`src/rtl/kyber_rej_uniform_stream.sv`:
```
`default_nettype none
// +---------------------------------------------------------------------------+
// | Module : kyber_rej_uniform_stream                                         |
// | Streaming Kyber rejection sampler: XOF byte beats in, accepted            |
// | coefficients out through a small FIFO. Legacy 16-bit parse: define       |
// | KYBER_REJ_LEGACY16_EN.                                                    |
// | Rev    : 1.0                                                              |
// +---------------------------------------------------------------------------+
module kyber_rej_uniform_stream #(
  parameter int KYBER_N      = 256,
  parameter int KYBER_Q      = 3329,
  parameter int COEFF_W      = 16,
  parameter int FIFO_DEPTH   = 4,
  parameter int LEGACY_BOUND = 19 * KYBER_Q
) (
  input  logic                       clk,
  input  logic                       reset,
  input  logic                       clear,
  input  logic                       start,
  input  logic                       i_mode,
  input  logic [23:0]                i_beat,
  input  logic                       i_beat_valid,
  output logic                       i_beat_ready,
  output logic [COEFF_W-1:0]         o_coeff,
  output logic [$clog2(KYBER_N)-1:0] o_coeff_idx,
  output logic                       o_coeff_valid,
  input  logic                       o_coeff_ready,
  output logic                       o_busy,
  output logic                       o_done
);
  localparam int IDX_W  = $clog2(KYBER_N);
  localparam int CNT_W  = IDX_W + 1;
  localparam int PTR_W  = $clog2(FIFO_DEPTH);
  localparam int FCNT_W = PTR_W + 1;

  typedef enum logic [1:0] {
    ST_IDLE  = 2'd0,
    ST_RUN   = 2'd1,
    ST_DRAIN = 2'd2
  } state_t;

  state_t              state_q, state_d;
  logic [CNT_W-1:0]    acc_cnt_q, acc_cnt_d;
  logic [COEFF_W-1:0]  fifo_val_q [FIFO_DEPTH];
  logic [IDX_W-1:0]    fifo_idx_q [FIFO_DEPTH];
  logic [PTR_W-1:0]    wr_ptr_q, rd_ptr_q;
  logic [FCNT_W-1:0]   count_q;

  logic               w_fire, w_pop, w_legacy;
  logic [11:0]        w_d1, w_d2;
  logic               w_d1_ok, w_d2_ok, w_last1;
  logic               w_c0_ok, w_c1_ok, w_p0, w_p1, w_we0, w_we1;
  logic [COEFF_W-1:0] w_c0_val, w_c1_val, w_val0;
  logic [1:0]         w_npush;
  logic [CNT_W-1:0]   w_acc_p1;
  logic [PTR_W-1:0]   w_wr1;

  assign o_coeff_valid = (count_q != '0);
  assign o_coeff       = o_coeff_valid ? fifo_val_q[rd_ptr_q] : '0;
  assign o_coeff_idx   = o_coeff_valid ? fifo_idx_q[rd_ptr_q] : '0;
  assign o_busy        = (state_q != ST_IDLE);
  assign w_pop         = o_coeff_valid && o_coeff_ready;

  // Two free slots are required so a full 12-bit beat can always land.
  assign i_beat_ready = (state_q == ST_RUN)
                     && ((FCNT_W'(FIFO_DEPTH) - count_q) >= FCNT_W'(2))
                     && (acc_cnt_q < CNT_W'(KYBER_N));
  assign w_fire = i_beat_valid && i_beat_ready && !clear;

  assign w_d1     = {i_beat[11:8], i_beat[7:0]};
  assign w_d2     = {i_beat[23:16], i_beat[15:12]};
  assign w_d1_ok  = 32'(w_d1) < KYBER_Q;
  assign w_d2_ok  = 32'(w_d2) < KYBER_Q;
  assign w_acc_p1 = acc_cnt_q + CNT_W'(1);
  assign w_last1  = (w_acc_p1 == CNT_W'(KYBER_N));

`ifdef KYBER_REJ_LEGACY16_EN
  logic               mode_q;
  logic [15:0]        w_v;
  logic               w_leg_ok;
  logic [COEFF_W-1:0] w_leg_val;

  always_ff @(posedge clk or posedge reset) begin
    if (reset) begin
      mode_q <= 1'b0;
    end else if (!clear && (state_q == ST_IDLE) && start) begin
      mode_q <= i_mode;
    end
  end

  assign w_v       = i_beat[15:0];
  assign w_leg_ok  = 32'(w_v) < LEGACY_BOUND;
  assign w_leg_val = COEFF_W'(32'(w_v) - 32'(w_v[15:12]) * KYBER_Q);
  assign w_legacy  = mode_q;
  assign w_c0_ok   = w_legacy ? w_leg_ok  : w_d1_ok;
  assign w_c0_val  = w_legacy ? w_leg_val : COEFF_W'(w_d1);
  assign w_c1_ok   = !w_legacy && w_d2_ok && !(w_d1_ok && w_last1);
`else
  logic w_unused;
  assign w_unused = ^{i_mode, LEGACY_BOUND};
  assign w_legacy = 1'b0;
  assign w_c0_ok  = w_d1_ok;
  assign w_c0_val = COEFF_W'(w_d1);
  assign w_c1_ok  = w_d2_ok && !(w_d1_ok && w_last1);
`endif
  assign w_c1_val = COEFF_W'(w_d2);

  // Accepted candidates are packed: the first goes to wr_ptr, a second to wr_ptr+1.
  assign w_p0    = w_fire && w_c0_ok;
  assign w_p1    = w_fire && w_c1_ok;
  assign w_we0   = w_p0 || w_p1;
  assign w_we1   = w_p0 && w_p1;
  assign w_val0  = w_p0 ? w_c0_val : w_c1_val;
  assign w_npush = {1'b0, w_p0} + {1'b0, w_p1};
  assign w_wr1   = wr_ptr_q + PTR_W'(1);

  always_ff @(posedge clk) begin
    for (int i = 0; i < FIFO_DEPTH; i++) begin
      if (w_we0 && (PTR_W'(i) == wr_ptr_q)) begin
        fifo_val_q[i] <= w_val0;
        fifo_idx_q[i] <= acc_cnt_q[IDX_W-1:0];
      end
      if (w_we1 && (PTR_W'(i) == w_wr1)) begin
        fifo_val_q[i] <= w_c1_val;
        fifo_idx_q[i] <= w_acc_p1[IDX_W-1:0];
      end
    end
  end

  always_ff @(posedge clk or posedge reset) begin
    if (reset) begin
      wr_ptr_q <= '0;
      rd_ptr_q <= '0;
      count_q  <= '0;
    end else if (clear) begin
      wr_ptr_q <= '0;
      rd_ptr_q <= '0;
      count_q  <= '0;
    end else begin
      wr_ptr_q <= wr_ptr_q + PTR_W'(w_npush);
      rd_ptr_q <= rd_ptr_q + PTR_W'(w_pop);
      count_q  <= count_q + FCNT_W'(w_npush) - FCNT_W'(w_pop);
    end
  end

  always_ff @(posedge clk or posedge reset) begin
    if (reset) begin
      state_q   <= ST_IDLE;
      acc_cnt_q <= '0;
    end else begin
      state_q   <= state_d;
      acc_cnt_q <= acc_cnt_d;
    end
  end

  always_comb begin
    state_d   = state_q;
    acc_cnt_d = acc_cnt_q;
    o_done    = 1'b0;
    if (clear) begin
      state_d   = ST_IDLE;
      acc_cnt_d = '0;
    end else begin
      case (state_q)
        ST_IDLE: begin
          if (start) begin
            state_d   = ST_RUN;
            acc_cnt_d = '0;
          end
        end
        ST_RUN: begin
          acc_cnt_d = acc_cnt_q + CNT_W'(w_npush);
          if (acc_cnt_q == CNT_W'(KYBER_N)) begin
            state_d = ST_DRAIN;
          end
        end
        ST_DRAIN: begin
          if (count_q == '0) begin
            state_d = ST_IDLE;
            o_done  = 1'b1;
          end
        end
        default: state_d = ST_IDLE;
      endcase
    end
  end
endmodule
`default_nettype wire

```
`config.mk`:
```
export PLATFORM = sky130hd
export DESIGN_NAME = kyber_rej_uniform_stream
export DESIGN_NICKNAME = d
export VERILOG_FILES = /design/src/rtl/kyber_rej_uniform_stream.sv
export SDC_FILE = /design/constraint.sdc
export NUM_CORES = 1
export LEC_CHECK = 0
export CAP_MARGIN = 5
export CORE_MARGIN = 8
export CORE_UTILIZATION = 50
export CTS_BUF_LIST = sky130_fd_sc_hd__clkbuf_8 sky130_fd_sc_hd__clkbuf_16
export CTS_CLUSTER_DIAMETER = 200
export DETAILED_ROUTE_END_ITERATION = 8
export GPL_ROUTABILITY_DRIVEN = 0
export PLACE_DENSITY = 0.79
export SYNTH_ARGS = -nofsm -noshare
export SYNTH_HDL_FRONTEND = slang
export SYNTH_SLANG_ARGS = --single-unit
```
`constraint.sdc`:
```
create_clock -name clk -period 4.25 [get_ports clk]
set_input_delay 1.275 -clock clk [delete_from_list [all_inputs] [get_ports clk]]
set_output_delay 1.275 -clock clk [all_outputs]
set_load 0.01 [all_outputs]
```
Word level (Yosys, flattened, before mapping)
Memory sizes are Yosys's and may differ from the RTL's.
Index checks and enable logic that the tools add are counted.

operators by class
  add/sub/neg operators = 9
  $mul = 0
  divide/modulo/power cells = 0
  $lt $le $gt $ge = 4
  equal/unequal tests = 13
  shift operators = 0
  muxes and demuxes = 53
  bitwise logic cells = 8
  reductions and logical operators = 34

operators with widths
  cell                                                                                  count
  12-bit two-way mux                                                                    7
  8-bit two-way mux                                                                     7
  12-bit < comparator (second input constant)                                           2
  12-bit OR reduction                                                                   2
  1-bit two-way mux                                                                     23
  2-bit two-way mux                                                                     10
  9-bit == test (second input constant)                                                 2
  1-bit logical AND                                                                     18
  9-bit two-way mux                                                                     2
  9-bit case mux with 2 select lines                                                    1
  16-bit two-way mux                                                                    1
  8-bit OR reduction                                                                    2
  9-bit by 1-bit adder with 9-bit output (second input constant)                        1
  9-bit by 2-bit adder with 9-bit output                                                1
  9-bit < comparator (second input constant)                                            1
  2-bit == test (first input constant)                                                  4
  1-bit bitwise OR                                                                      8
  2-bit zero test                                                                       3
  3-bit inequality test (second input constant)                                         2
  2-bit case mux with 3 select lines                                                    1
  3-bit nonzero test                                                                    2
  1-bit by 2-bit == test with 1-bit output (first input constant)                       2
  3-bit by 2-bit adder with 3-bit output                                                1
  3-bit by 2-bit greater-or-equal comparator with 1-bit output (second input constant)  1
  16 further kinds                                                                      17

storage, ports and cells
  bits in registers = 18
  latch bits = 0
  RAM bits = 80
  memory bits (read-only) = 0
  input port bits = 31
  output and inout bits = 28
  word-level logic and storage cells = 128
  memories = 2

memories
  name        depth  width  rd ports  clocked after memory_dff  write ports  RTL line  text
  fifo_val_q  4      12     1         0                         2            44        logic [COEFF_W-1:0] fifo_val_q [FIFO_DEPTH];
  fifo_idx_q  4      8      1         0                         2            45        logic [IDX_W-1:0] fifo_idx_q [FIFO_DEPTH];

Longest topological paths before layout
Gate-level depths: netlist of run 1.

  depth after elaboration = 14
  gate-level depth with buffers = 16
  gate-level depth less buffers = 16

Worst setup path after synthesis of run 1
No wires, ideal clock.

  path kind = input to register
  start = input i_beat[3]
  end = memory fifo_idx_q[1][0] (netlist bit), enable pin
  setup time = 428 ps
  arrival time = 4408 ps
  required time = 3822 ps
  setup slack = -586 ps
  stages = 8
  path buffers = 1
  cells stage by stage = or4_1 o2111ai_2 nand3b_4 inv_2 ha_1 clkbuf_1 nor2_1 a211oi_1

RTL lines
  item             RTL line  text
  start, declared  21        input logic [23:0] i_beat,
  end, declared    45

Worst setup path in the final report of run 1
  start = input i_beat[6]
  end = register count_q[2]

between the ends
  cells in the longest elaborated chain, start to end = 9

ends and longest elaborated chain
  item                                           RTL line  text
  12-bit < comparator *                          72        assign w_d1_ok = 32'(w_d1) < KYBER_Q;
  1-bit logical AND                              104       assign w_c1_ok = w_d2_ok && !(w_d1_ok && w_last1);
  1-bit zero test                                104
  1-bit logical AND                              104
  1-bit logical AND                              110       assign w_p1 = w_fire && w_c1_ok;
  1-bit by 1-bit adder with 2-bit output *       114       assign w_npush = {1'b0, w_p0} + {1'b0, w_p1};
  3-bit by 2-bit adder with 3-bit output *       142       count_q <= count_q + FCNT_W'(w_npush) - FCNT_W'(w_pop);
  3-bit by 1-bit subtractor with 3-bit output *  142
  3-bit two-way mux *                            135       end else if (clear) begin
  end signal, assigned                           142
  end, declared                                  47        logic [FCNT_W-1:0] count_q;

Mark *: on every way between the ends. The rest lies on a longest branch, timed or not.
A chain may end at the register's enable or synchronous reset.

==> results of run 1 <==
-- what timing repair did --
item | CTS | global route
pin swaps | 9 | 12
buffers inserted | 1 | 0
endpoints found under the setup margin | 6 | 11
gates resized for setup | 11 | 15
-- state kept, by name, summed over array words and instances, names as in the netlist --
name / count
acc_cnt_q: 9
count_q: 3
fifo_idx_q: 32
fifo_val_q: 48
rd_ptr_q: 2
state_q: 2
wr_ptr_q: 2
-- routing by layer --
| metal | up-vias | wire (um) |
|---|---|---|
| met5 | - | 0 |
| met4 | 0 | 167 |
| met3 | 13 | 791 |
| met2 | 115 | 6810 |
| met1 | 1885 | 5370 |
| li1 | 1740 | - |
-- area by class of cell --
| cell class | count | area (sq um) | share of cell area, % |
|---|---|---|---|
| timing repair buffer | 106 | 997 | 14.4 |
| tap | 140 | 175 | 2.54 |
| sequential | 98 | 2850 | 41.3 |
| multi-input combinational | 286 | 2650 | 38.3 |
| clock inverter | 7 | 51.3 | 0.743 |
| clock buffer | 9 | 124 | 1.79 |
| inverter | 16 | 60.1 | 0.870 |
-- power groups by stage --
stage	Clock, mW	Sequential, mW	Combinational [mW]
3_5_place_dp	0	1.17	1.05
4_1_cts	0.567	1.15	1.05
5_1_grt	0.605	1.16	1.14
6_report	0.563	1.15	1.05
2_1_floorplan	0	1.16	0.593
3_3_place_gp	0	1.17	1.03
-- worst min-delay path: cells and delay by family, from the launching register on --
kind	cells	cell delay, ns
XOR/XNOR	1	0.13
flip-flops	1	0.38
AND/OR/NAND/NOR	1	0.04
-- logic make-up (layout without fill, tap and decap cells) --
group	Yosys count	after routing	synth area share, %
compound gates	44	44	5.54
xor+xnor	37	37	5.81
fa+ha+maj	17	17	4.08
buf+inv	46	138	3.99
flops	98	98	51.1
mux	67	67	18.1
other cells	1	4	0.0672
simple gates	117	117	11.2
-- synth_stat cells, types with 3 or more instances --
library cell | count | area [sq um]
sky130_fd_sc_hd__edfxtp_1 | 80 | 2400
sky130_fd_sc_hd__mux2_1 | 35 | 394
sky130_fd_sc_hd__nor2_1 | 34 | 128
sky130_fd_sc_hd__xnor2_1 | 25 | 219
sky130_fd_sc_hd__nand2_1 | 21 | 78.8
sky130_fd_sc_hd__and2_1 | 20 | 125
sky130_fd_sc_hd__mux4_2 | 20 | 450
sky130_fd_sc_hd__dfrtp_1 | 18 | 450
sky130_fd_sc_hd__clkbuf_1 | 17 | 63.8
sky130_fd_sc_hd__ha_1 | 15 | 188
sky130_fd_sc_hd__inv_1 | 14 | 52.6
sky130_fd_sc_hd__o21ai_0 | 14 | 70.1
sky130_fd_sc_hd__xor2_1 | 12 | 105
sky130_fd_sc_hd__nand3_1 | 10 | 50.1
sky130_fd_sc_hd__mux2_4 | 9 | 135
sky130_fd_sc_hd__a31oi_1 | 6 | 37.5
sky130_fd_sc_hd__nor2b_1 | 5 | 31.3
sky130_fd_sc_hd__a21oi_1 | 4 | 20.0
sky130_fd_sc_hd__a2bb2oi_1 | 4 | 35.0
sky130_fd_sc_hd__and3_1 | 4 | 25.0
sky130_fd_sc_hd__buf_1 | 4 | 15.0
sky130_fd_sc_hd__buf_4 | 4 | 30.0
sky130_fd_sc_hd__o31ai_1 | 4 | 30.0
sky130_fd_sc_hd__a211oi_1 | 3 | 22.5
sky130_fd_sc_hd__buf_6 | 3 | 33.8
sky130_fd_sc_hd__nand4_1 | 3 | 18.8
sky130_fd_sc_hd__nor4_1 | 3 | 18.8
-- worst max-delay path by stage --
stage	from	end	slack, ns	depth (start not counted)
6_report	i_beat[6]	count_q[2]$_DFF_PP0_	0.08	16
5_1_grt	i_beat[6]	count_q[2]$_DFF_PP0_	-0.02	16
4_1_cts	i_beat[2]	count_q[2]$_DFF_PP0_	0.0007	16
3_5_place_dp	i_beat[2]	count_q[2]$_DFF_PP0_	-0.63	16
3_3_place_gp	i_beat[2]	count_q[2]$_DFF_PP0_	-0.55	16
2_1_floorplan	i_beat[6]	fifo_idx_q[1][0]$_DFFE_PP_	-0.55	8
-- metrics by stage --
stage / cell area, sq um / std cells
after detailed placement: 6670 / 645
after global placement: 6670 / 645
after global routing: 6910 / 662
after floorplan: 5620 / 430
final: 6910 / 662
after CTS: 6850 / 662
==> results, run 1 <==
- The flow ran to the end, and the final reports show no timing, DRC or antenna violations.
- The completed layout was analyzed and its total power is between 2 and 3 mW.
- The largest delay contributor family on the critical path is adder cells.
- The clock period could shrink to ~4.2 ns.
- In the finished design, the share of the clock period the worst path needs comes to a little over nine tenths.
- The vias after detailed routing is about 3,800.
- The fraction of power consumed by sequential logic is a little over two fifths.
- The worst min-delay path startpoint is rd_ptr_q[1]$_DFF_PP0_.
- Entering global routing, the biggest net connects 22 pins.
- The clock transition at the registers of the reported paths is 0.10 ns.
- The net count of the finished layout is approximately 570.
- In this run the power spent charging and discharging nets is approximately 0.86 mW.
- The maximum buffer depth of the clock tree is 2.
- The utilization after layout is 63.4%.
- In the layout the commonest cells are 80 x sky130_fd_sc_hd__edfxtp_1, 47 x sky130_fd_sc_hd__buf_4, 42 x sky130_fd_sc_hd__clkdlybuf4s50_1.
- The floorplan step defined a core boundary enclosing about 11,000 sq um.
- The routing usage on met2 is 32.4%.
- The worst clock skew is ~0.013 ns.
- The worst-margin pin slew is ~0.8 ns.
- The worst path setup slack after routing is ~0.083 ns.
- The count of pins over their slew limit is 0.
- The filler cell count in the final layout is between 700 and 800.
- Data arrives at the worst endpoint at 4.45 ns.
- STA classifies the critical path startpoint as an input port.
- The HPWL after detailed placement is around 9500 um.
- For the final routed database, the setup TNS stands at 0 ns.
- The remaining global-route overflow is 0.
- The standby leakage power is about 2.6 nW.
- The most used flip-flop cell after synthesis is sky130_fd_sc_hd__edfxtp_1.
- The total setup violations reported at the end of the flow is 0.
- The slowest stage of the critical path belongs to the cell sky130_fd_sc_hd__or4_4.
- Traced cell by cell, the critical path runs through dlygate4sd2_1 > or4_4 > o2111ai_4 > and4_1 > nand2_2 > o31a_1 > ha_4 > inv_2 > ha_4 > inv_2 > ha_2 > inv_2 > fa_2 > xnor2_2 > xnor2_1 > nor2_1.
- The clock drives 98 sinks.
- The most common cell after layout, fill and taps aside is sky130_fd_sc_hd__edfxtp_1.
- After detailed routing, the average wire length per cell comes to between 15 and 20 um.
- For this run, the number of Yosys warnings is 0.
- The final hold slack is 0.574 ns.
- The violation count after the first detailed-routing iteration is between 200 and 250.
- Of the synthesized area, sequential elements account for 51.1%.
- The number of levels in the clock H-tree is 3.
- The worst hold path belongs to the class reg2reg.
- Among the stages of the critical path, the cell type that occurs most often is sky130_fd_sc_hd__inv_2.
- Across the run, the number of max-cap violations was 0.
- STA classifies the critical path endpoint as a flip-flop.
- The startpoint-to-endpoint class of the critical path is in2reg.
- The floorplan step set the die width to 122 um.
- The initialized floorplan defines 38 standard-cell rows.
- The power per unit of standard cell area is ~400 nW/um^2.
- The combined area of all synthesized cells is approximately 5600 sq um.
- The startpoint of the most critical register-to-register path is acc_cnt_q[0]$_DFFE_PP0P_.
- After global routing, the most crowded layer is met2.
- TritonCTS built the clock tree.
- For this run, asynchronously set or reset flops after synthesis account for a little under a fifth.
- A synthesized cell averages approximately 13 sq um.
- The number of search-and-repair iterations in the first detailed-routing pass is 5.
- The met3 track demand over resource is between 3 and 4%.
- At the worst endpoint, the required time is about 4.5 ns.
- The count of buffers added on input and output ports is 53.
- The global routing usage on met1 is between 20% and 30%.
- After synthesis, the netlist uses 56 different library cells.
- Cells with a size suffix above 1 make up about 25% of the layout.
- The final number of hold-violating endpoints is 0.
- The maximum cell stage delay along the critical path is between 0.5 and 0.6 ns.
- The clock insertion delay at the later pin of the skew report is between 0.3 and 0.4 ns.
- The starting utilization of the core area is between 50 and 60%.
- The slack of the worst reg-to-reg path is 0.59 ns.
- Global routing used between 10% and 20% of the available tracks across all layers.
- The peak supply drop is around 320 uV.
- After technology mapping, the gate count stands at ~430.
- The cell at the root of the clock tree is sky130_fd_sc_hd__clkbuf_8.
- The routed via count divided by cell count is about 5.7.
- Counting cells, the worst reg-to-reg path comes to 15.
- The number of antenna violations at the first check in global routing is 0.
- The number of global-route vias before repair is just under 4,000.
- The total wire length after detailed routing is between 10,000 and 15,000 um.
- The number of CTS-inserted buffers is 9.
- The number of synthesized register bits is 98.
- The global-route wire length before repair is about 21,000 um.
- In the routed design, unresolved DRC markers number 0.
- The full die area is 14,800 sq um.
- The number of buffers and inverters on the critical path is 4.
- The layout overhead on the synthesized area is 23.8%.
- The cell-internal power is 1.91 mW.
- The worst slew slack as a fraction of its limit is a little under half.
- Of the total power, combinational logic draws between 30% and 40%.
- The number of enable flip-flop cells after synthesis is 80.
- Of all nets on the critical path, the largest fanout is 2.
- Timing analysis after detailed placement gives a worst setup slack of -0.635 ns.
- Once detail routing completed, the nets flagged for antenna violations numbered 0.
- Of the total power, the clock network draws 20.4%.
- The number of hold buffers added after CTS is 0.
- The worst hold path terminates at rd_ptr_q[1]$_DFF_PP0_.
- The top achievable clock speed is between 0.2 and 0.25 GHz.
- The worst hold path was traced through 2 stages.
- The number of top-level pins is 59.
- From bottom edge to top edge, the die measures about 120 um.
- The worst register-to-register path ends at count_q[2]$_DFF_PP0_.
- The number of antenna diodes in the final layout is 0.
- The fraction of power spent switching nets is 31.0%.
(Power assumes the default switching activity.)
==> run 2: changes to the inputs <==
PLACE_DENSITY = not set   (was 0.79)
PLACE_DENSITY_LB_ADDON = 0.12   (was not set)
==> run 2 against run 1 <==
Against the previous run: count of clock-buffer cells in the layout stayed put; worst setup slack better by 0.030 ns; routed wire length is 2.2% lower.
==> results, run 2 (synthesis gave the netlist of run 1 again) <==
- The routed length per placed instance is 19.3 um (-2.7%).
- The worst-margin pin slew is 0.775 ns (-0.00918 ns).
- The peak supply drop is 331 uV (+4.7%).
- The number of top-level pins came to 59 (unchanged).
- The number of antenna violations at the first check in global routing was 0 (unchanged).
- The remaining global-route overflow is 0 (unchanged).
- The most common cell after layout, fill and taps aside is sky130_fd_sc_hd__edfxtp_1.
- Leaving out fill and tap cells, the most frequent cells in the layout are 80 x sky130_fd_sc_hd__edfxtp_1, 47 x sky130_fd_sc_hd__buf_4, 45 x sky130_fd_sc_hd__clkdlybuf4s50_1.
- The largest registers in the layout are fifo_val_q x48, fifo_idx_q x32, acc_cnt_q x9.
- The starting utilization of the core area is 51.2% (unchanged).
- The maximum buffer depth of the clock tree was 2 (unchanged).
- The number of levels in the clock H-tree is 3 (unchanged).
- The number of CTS-inserted buffers is 9 (unchanged).
- The number of global-route vias before repair is 3,850 (-2.6%).
- In this run the worst setup path begins at i_beat[0].
- The final hold slack is 0.555 ns (-0.0187 ns).
- The total number of clock tree sinks was 98 (unchanged).
- The total wire length after detailed routing came to 12,900 um (-2.2%).
- The power per unit of standard cell area came to 408 nW/um^2 (+2.0%).
- The number of port buffers is 53 (unchanged).
- The clock insertion delay at the later pin of the skew report came to 0.36 ns (-0.02 ns).
- The core box area is 10,900 sq um (unchanged).
- The net count of the finished layout is 569 (+0.71%).
- The die width was 122 um (unchanged).
- CTS placed an instance of sky130_fd_sc_hd__clkbuf_8 at the clock tree root.
- The aggregate global-route resource usage was 18.2% (-0.55 points).
- The top achievable clock speed came to 0.242 GHz (+0.72%).
- The final critical path time including I/O delays and setup is 4.14 ns (-0.0297 ns).
- The flip-flop count of the largest register after layout was 48 (unchanged).
- The data arrival time of the critical path came to 4.39 ns (-0.06 ns).
- The number of search-and-repair iterations in the first detailed-routing pass came to 4 (-1).
- The path class of the tightest hold or removal check is reg2reg.
- The violation count after the first detailed-routing iteration was 246 (+15%).
- The area growth from synthesis to layout is 25.3%.
- The share of the clock period used by the worst path after layout is 97.4% (-0.70 points).
- The vias after detailed routing was 3,675 (-2.1%).
- The largest net degree at the start of global routing came to 22 (unchanged).
- The area used by multi-input combinational logic was 2620 sq um (-0.85%).
- The full die area is 14,800 sq um (unchanged).
- The register bank with the most flops is fifo_val_q.
- STA classifies the critical path startpoint as an input port.
- The filler cell count in the final layout is 839 (+6.2%).
- The worst min-delay path startpoint is count_q[2]$_DFF_PP0_.
- The run finished with clean final reports.
- The TritonCTS clock tree is built.
- The global-route wire length before repair is 20,700 um (-2.8%).
- The startpoint identified for the worst register-to-register timing path is acc_cnt_q[0]$_DFFE_PP0P_.
- The standby leakage power was 2.60 nW (+0.81%).
- The final number of hold-violating endpoints is 0 (unchanged).
- The overall power after layout is 2.85 mW (+3.2%).
- The number of hold buffers added after CTS is 0 (unchanged).
- The maximum fanout count along the critical path is 2 (unchanged).
- The cell area reported after detailed placement is 6750 sq um (+1.3%).
- The final antenna-violating net count is 0 (unchanged).
- The routed via count divided by cell count is 5.52 (-2.7%).
- The clock transition at the registers of the reported paths is 0.09 ns (about the same).
- The slack of the worst reg-to-reg path is 0.59 ns (about the same).
- The number of core rows is 38 (unchanged).
- The worst slew slack as a fraction of its limit is 48.4% (+0.61 points).
- The worst clock skew is 0.0105 ns (-0.00286 ns).
- The number of antenna cells inserted came to 0 (unchanged).
- The total negative slack for setup checks is 0 ns (unchanged).
- The number of max-capacitance violations reported was 0 (unchanged).
- The post-DP HPWL came to 9160 um (-3.5%).
- The worst endpoint required time was 4.51 ns (-0.02 ns).
- The DRC violations left is 0 (unchanged).
- STA classifies the critical path endpoint as a flip-flop.
- The count of pins over their slew limit is 0 (unchanged).
- The area used by sequential logic in the layout is 2850 sq um (unchanged).
- The total setup violations reported at the end of the flow is 0 (unchanged).
- The die span in y is 122 um (unchanged).
- The layout cell share with drive strength beyond 1 is 24.5% (-0.38 points).
- The final cell area excluding filler cells came to 6990 sq um (+1.2%).
- The startpoint-to-endpoint class of the critical path is in2reg.
-- run 2: cell type report --
class | instances | share of cell area, %
inverters | 16 | 0.859
multi-input cells | 286 | 37.5
flip-flops and latches | 98 | 40.8
repair buffers | 110 | 15.3
clock inverters | 7 | 1.22
clock buffers | 9 | 1.77
well taps | 140 | 2.51
-- run 2: what timing repair did --
action / 4_1_cts / 5_1_grt
pin swaps: 9 / 11
endpoints found under the setup margin: 7 / 4
setup buffers: 1 / 1
resized for setup: 8 / 14
-- run 2: worst max-delay path: stages --
cell	delay (ns)
sky130_fd_sc_hd__dlygate4sd2_1	0.25
sky130_fd_sc_hd__or4_4	0.50
sky130_fd_sc_hd__o2111ai_4	0.21
sky130_fd_sc_hd__and4_1	0.21
sky130_fd_sc_hd__nand2_1	0.07
sky130_fd_sc_hd__o31a_1	0.28
sky130_fd_sc_hd__ha_4	0.28
sky130_fd_sc_hd__inv_1	0.04
sky130_fd_sc_hd__ha_1	0.26
sky130_fd_sc_hd__inv_1	0.06
sky130_fd_sc_hd__ha_2	0.16
sky130_fd_sc_hd__inv_2	0.04
sky130_fd_sc_hd__fa_2	0.40
sky130_fd_sc_hd__xnor2_2	0.17
sky130_fd_sc_hd__xnor2_1	0.13
sky130_fd_sc_hd__nor2_1	0.06
-- run 2: path summary, 6_finish.rpt --
kind / endpoint / depth (start not counted)
setup / recovery: count_q[2]$_DFF_PP0_ / 16
hold / removal: count_q[2]$_DFF_PP0_ / 2
setup reg to reg: count_q[2]$_DFF_PP0_ / 15
hold reg to reg: count_q[2]$_DFF_PP0_ / 2
max in group asynchronous: wr_ptr_q[0]$_DFF_PP0_ / 2
min in group asynchronous: rd_ptr_q[0]$_DFF_PP0_ / 2
-- run 2: where the power goes --
part	total [mW]	internal (mW)	switching, mW
Clock	0.640	0.326	0.315
Sequential	1.15	1.12	0.0340
Combinational	1.06	0.590	0.474
Total	2.85	2.03	0.823
-- run 2: per-stage QoR --
stage	std cells	utilization, %	setup WS, ns
3_3_place_gp	648	62.0	-0.631
2_1_floorplan	430	-	-0.554
6_report	666	64.2	0.112
4_1_cts	665	64.0	0.00414
5_1_grt	666	64.2	-0.00419
3_5_place_dp	648	62.0	-0.675
-- run 2: routing by layer --
metal	part of all wire (%)	vias up	GRT usage, %
li1	-	1749	-
met3	4.0	16	2.82
met5	0	-	0
met2	50	79	30.1
met1	45	1831	23.8
met4	1.8	0	6.55
==> run 3: changes to the inputs <==
REMOVE_ABC_BUFFERS = 1   (was not set)
==> run 3 against run 2 <==
Against the previous run: non-clock buffer count unchanged; register-to-register slack better by 0.05 ns; worst setup slack lost 0.0046 ns; highest routed layer unchanged; critical path depth unchanged; sequential power hardly changed.
==> results, run 3 (synthesis gave the netlist of run 1 again) <==
- The run finished with clean final reports.
- The number of search-and-repair iterations in the first detailed-routing pass is 4 (unchanged).
- The routed via count divided by cell count is 5.56 (+0.73%).
- The final antenna-violating net count came to 0 (unchanged).
- The number of global-route vias before repair is 4,015 (+4.3%).
- The worst endpoint required time is 4.51 ns (about the same).
- The vias after detailed routing is 3,702 (+0.73%).
- The worst clock skew is 0.00704 ns (-0.00350 ns).
- The switching power is 0.823 mW (about the same).
- The top achievable clock speed is 0.241 GHz (-0.11%).
- The net count of the finished layout came to 569 (unchanged).
- The number of hold buffers added after CTS is 0 (unchanged).
- The number of antenna violations at the first check in global routing came to 0 (unchanged).
- The data arrival time of the critical path was 4.40 ns (about the same).
- The post-DP HPWL is 9250 um (+0.99%).
- The full die area was 14,800 sq um (unchanged).
- The fraction of power consumed by combinational cells is 37.4% (about the same).
- The utilization after layout is 63.5% (-0.66 points).
- The total wire length after detailed routing is 12,800 um (-0.71%).
- The layout cell share with drive strength beyond 1 is 24.9% (+0.38 points).
- The maximum buffer depth of the clock tree is 2 (unchanged).
- The worst setup path is launched from an input port.
- The layout overhead on the synthesized area is 24.0%.
- The number of top-level pins came to 59 (unchanged).
- The number of cells after detailed placement is 649 (+0.15%).
- The die width came to 122 um (unchanged).
- The filler cell count in the final layout is 850 (+1.3%).
- The core box area came to 10,900 sq um (unchanged).
- The DRC violations left was 0 (unchanged).
- The number of max-capacitance violations reported is 0 (unchanged).
- The min-delay analysis places its worst path in the category reg2reg.
- The cell-internal power is 1.96 mW (-3.6%).
- The clock transition at the registers of the reported paths was 0.09 ns (about the same).
- The critical path endpoint category is a flip-flop.
- The peak supply drop is 318 uV (-3.9%).
- Setup repair after global routing left no endpoint under its margin.
- The global-route wire length before repair is 20,900 um (+1.1%).
- The fraction of power spent switching nets came to 29.6% (+0.76 points).
- The final critical path time including I/O delays and setup was 4.14 ns (+0.00460 ns).
- TritonCTS built the clock tree.
- The worst-margin pin slew came to 0.716 ns (-0.0590 ns).
- The final number of hold-violating endpoints is 0 (unchanged).
- The clock network fraction of total power is 21.2% (-1.2 points).
- The library cell used most frequently in the layout, excluding fill and tap cells, is sky130_fd_sc_hd__edfxtp_1.
- The aggregate global-route resource usage is 18.3% (+0.17 points).
- The remaining global-route overflow is 0 (unchanged).
- The largest net degree at the start of global routing is 22 (unchanged).
- The count of pins over their slew limit is 0 (unchanged).
- The number of CTS-inserted buffers was 9 (unchanged).
- The share of the clock period used by the worst path after layout is 97.5% (+0.11 points).
- The number of levels in the clock H-tree is 3 (unchanged).
- The number of port buffers is 53 (unchanged).
- The worst slew slack as a fraction of its limit came to 52.3% (+3.9 points).
- The violation count after the first detailed-routing iteration is 242 (-1.6%).
- The clock insertion delay at the later pin of the skew report is 0.36 ns (about the same).
- The starting utilization of the core area is 51.2% (unchanged).
- The routed length per placed instance is 19.2 um (-0.71%).
- The maximum fanout count along the critical path is 2 (unchanged).
- The flip-flop count of the largest register after layout is 48 (unchanged).
- The power per unit of standard cell area is 402 nW/um^2 (-1.5%).
- The cell at the root of the clock tree is sky130_fd_sc_hd__clkbuf_8.
- The final cell count without fillers is 666 (unchanged).
- The number of antenna cells inserted is 0 (unchanged).
- The total number of clock tree sinks was 98 (unchanged).
- The total setup violations reported at the end of the flow is 0 (unchanged).
- The die span in y is 122 um (unchanged).
- The number of core rows came to 38 (unchanged).
- The register bank with the most flops is fifo_val_q.
- The standby leakage power is 2.57 nW (-0.83%).
- In the final layout, the registers with the most flip-flops are fifo_val_q x48, fifo_idx_q x32, acc_cnt_q x9.
- The startpoint-to-endpoint class of the critical path is in2reg.
- The library cells used most frequently in the layout, excluding fill and tap cells, are 80 x sky130_fd_sc_hd__edfxtp_1, 49 x sky130_fd_sc_hd__buf_4, 45 x sky130_fd_sc_hd__clkdlybuf4s50_1.
- The fraction of power consumed by sequential logic is 41.5% (+1.2 points).
run 3: changes by cell type in the layout (fill, tap and decap cells not counted), sizes merged:
| cell | before | now |
|---|---|---|
| inv | 16 | 17 |
| clkdlybuf4s15 | 3 | 4 |
| dlymetal6s2s | 1 | 0 |
| bufinv | 2 | 1 |
run 3: path summary, 6_finish.rpt:
check / startpoint / end / slack, ns / cells after the start
min in group asynchronous: reset / rd_ptr_q[0]$_DFF_PP0_ / 1.34 / 2
max: i_beat[4] / count_q[2]$_DFF_PP0_ / 0.11 / 16
min reg2reg: rd_ptr_q[1]$_DFF_PP0_ / rd_ptr_q[1]$_DFF_PP0_ / 0.55 / 2
max in group asynchronous: reset / acc_cnt_q[7]$_DFFE_PP0P_ / 2.46 / 2
max reg2reg: acc_cnt_q[1]$_DFFE_PP0P_ / count_q[2]$_DFF_PP0_ / 0.64 / 15
min: rd_ptr_q[1]$_DFF_PP0_ / rd_ptr_q[1]$_DFF_PP0_ / 0.55 / 2
run 3: per-layer routing:
layer	vias to the layer above	routed length, um	track usage, %
met2	86	6500	31.6
met3	12	536	2.68
met5	-	0	0
li1	1751	-	-
met4	0	161	6.86
met1	1853	5560	23.0
run 3: final cells by class:
type                       count  area, sq um  share of cell area (%)
clock buffer                   9          124                    1.79
clock inverter                 7         62.6                   0.904
inverter                      16         60.1                   0.868
multi-input combinational    286         2600                    37.6
sequential                    98         2850                    41.2
tap                          140          175                    2.53
timing repair buffer         110         1040                    15.1
run 3: power groups by stage:
| stage | logic [mW] | clock network, mW | registers (mW) |
|---|---|---|---|
| floorplan | 0.506 | 0 | 1.20 |
| global placement | 1.02 | 0 | 1.17 |
| detailed placement | 1.05 | 0 | 1.18 |
| CTS | 1.06 | 0.598 | 1.15 |
| global route | 1.13 | 0.634 | 1.16 |
| finish | 1.04 | 0.588 | 1.15 |
run 3: worst max-delay path, cell delays in order:
cell and delay, ns:
sky130_fd_sc_hd__clkdlybuf4s15_1 0.18, sky130_fd_sc_hd__or4_4 0.56, sky130_fd_sc_hd__o2111ai_2 0.20, sky130_fd_sc_hd__and4_1 0.23
sky130_fd_sc_hd__nand2_2 0.07, sky130_fd_sc_hd__o31a_1 0.29, sky130_fd_sc_hd__ha_1 0.30, sky130_fd_sc_hd__inv_1 0.05
sky130_fd_sc_hd__ha_1 0.27, sky130_fd_sc_hd__inv_1 0.06, sky130_fd_sc_hd__ha_2 0.17, sky130_fd_sc_hd__inv_2 0.04
sky130_fd_sc_hd__fa_2 0.34, sky130_fd_sc_hd__xnor2_2 0.15, sky130_fd_sc_hd__xnor2_1 0.13, sky130_fd_sc_hd__nor2_1 0.07
run 3: timing repair:
| action | in CTS | in global routing |
|---|---|---|
| pin swaps | 10 | 13 |
| gates resized for setup | 18 | 13 |
| setup buffers | 1 | 0 |
| setup endpoints to repair | 53 | 5 |
run 3: metrics by stage:
step	total power, mW	setup TNS, ns	setup WS [ns]	hold slack [ns]	area [sq um]
CTS	2.81	0	0.0104	0.555	6910
finish	2.78	0	0.108	0.551	6920
global route	2.93	0	0.00313	0.599	6920
detailed placement	2.22	-49.37	-0.850	0.534	6690
global placement	2.20	-36.55	-0.698	0.527	6690
floorplan	1.71	-30.08	-0.477	0.509	5430
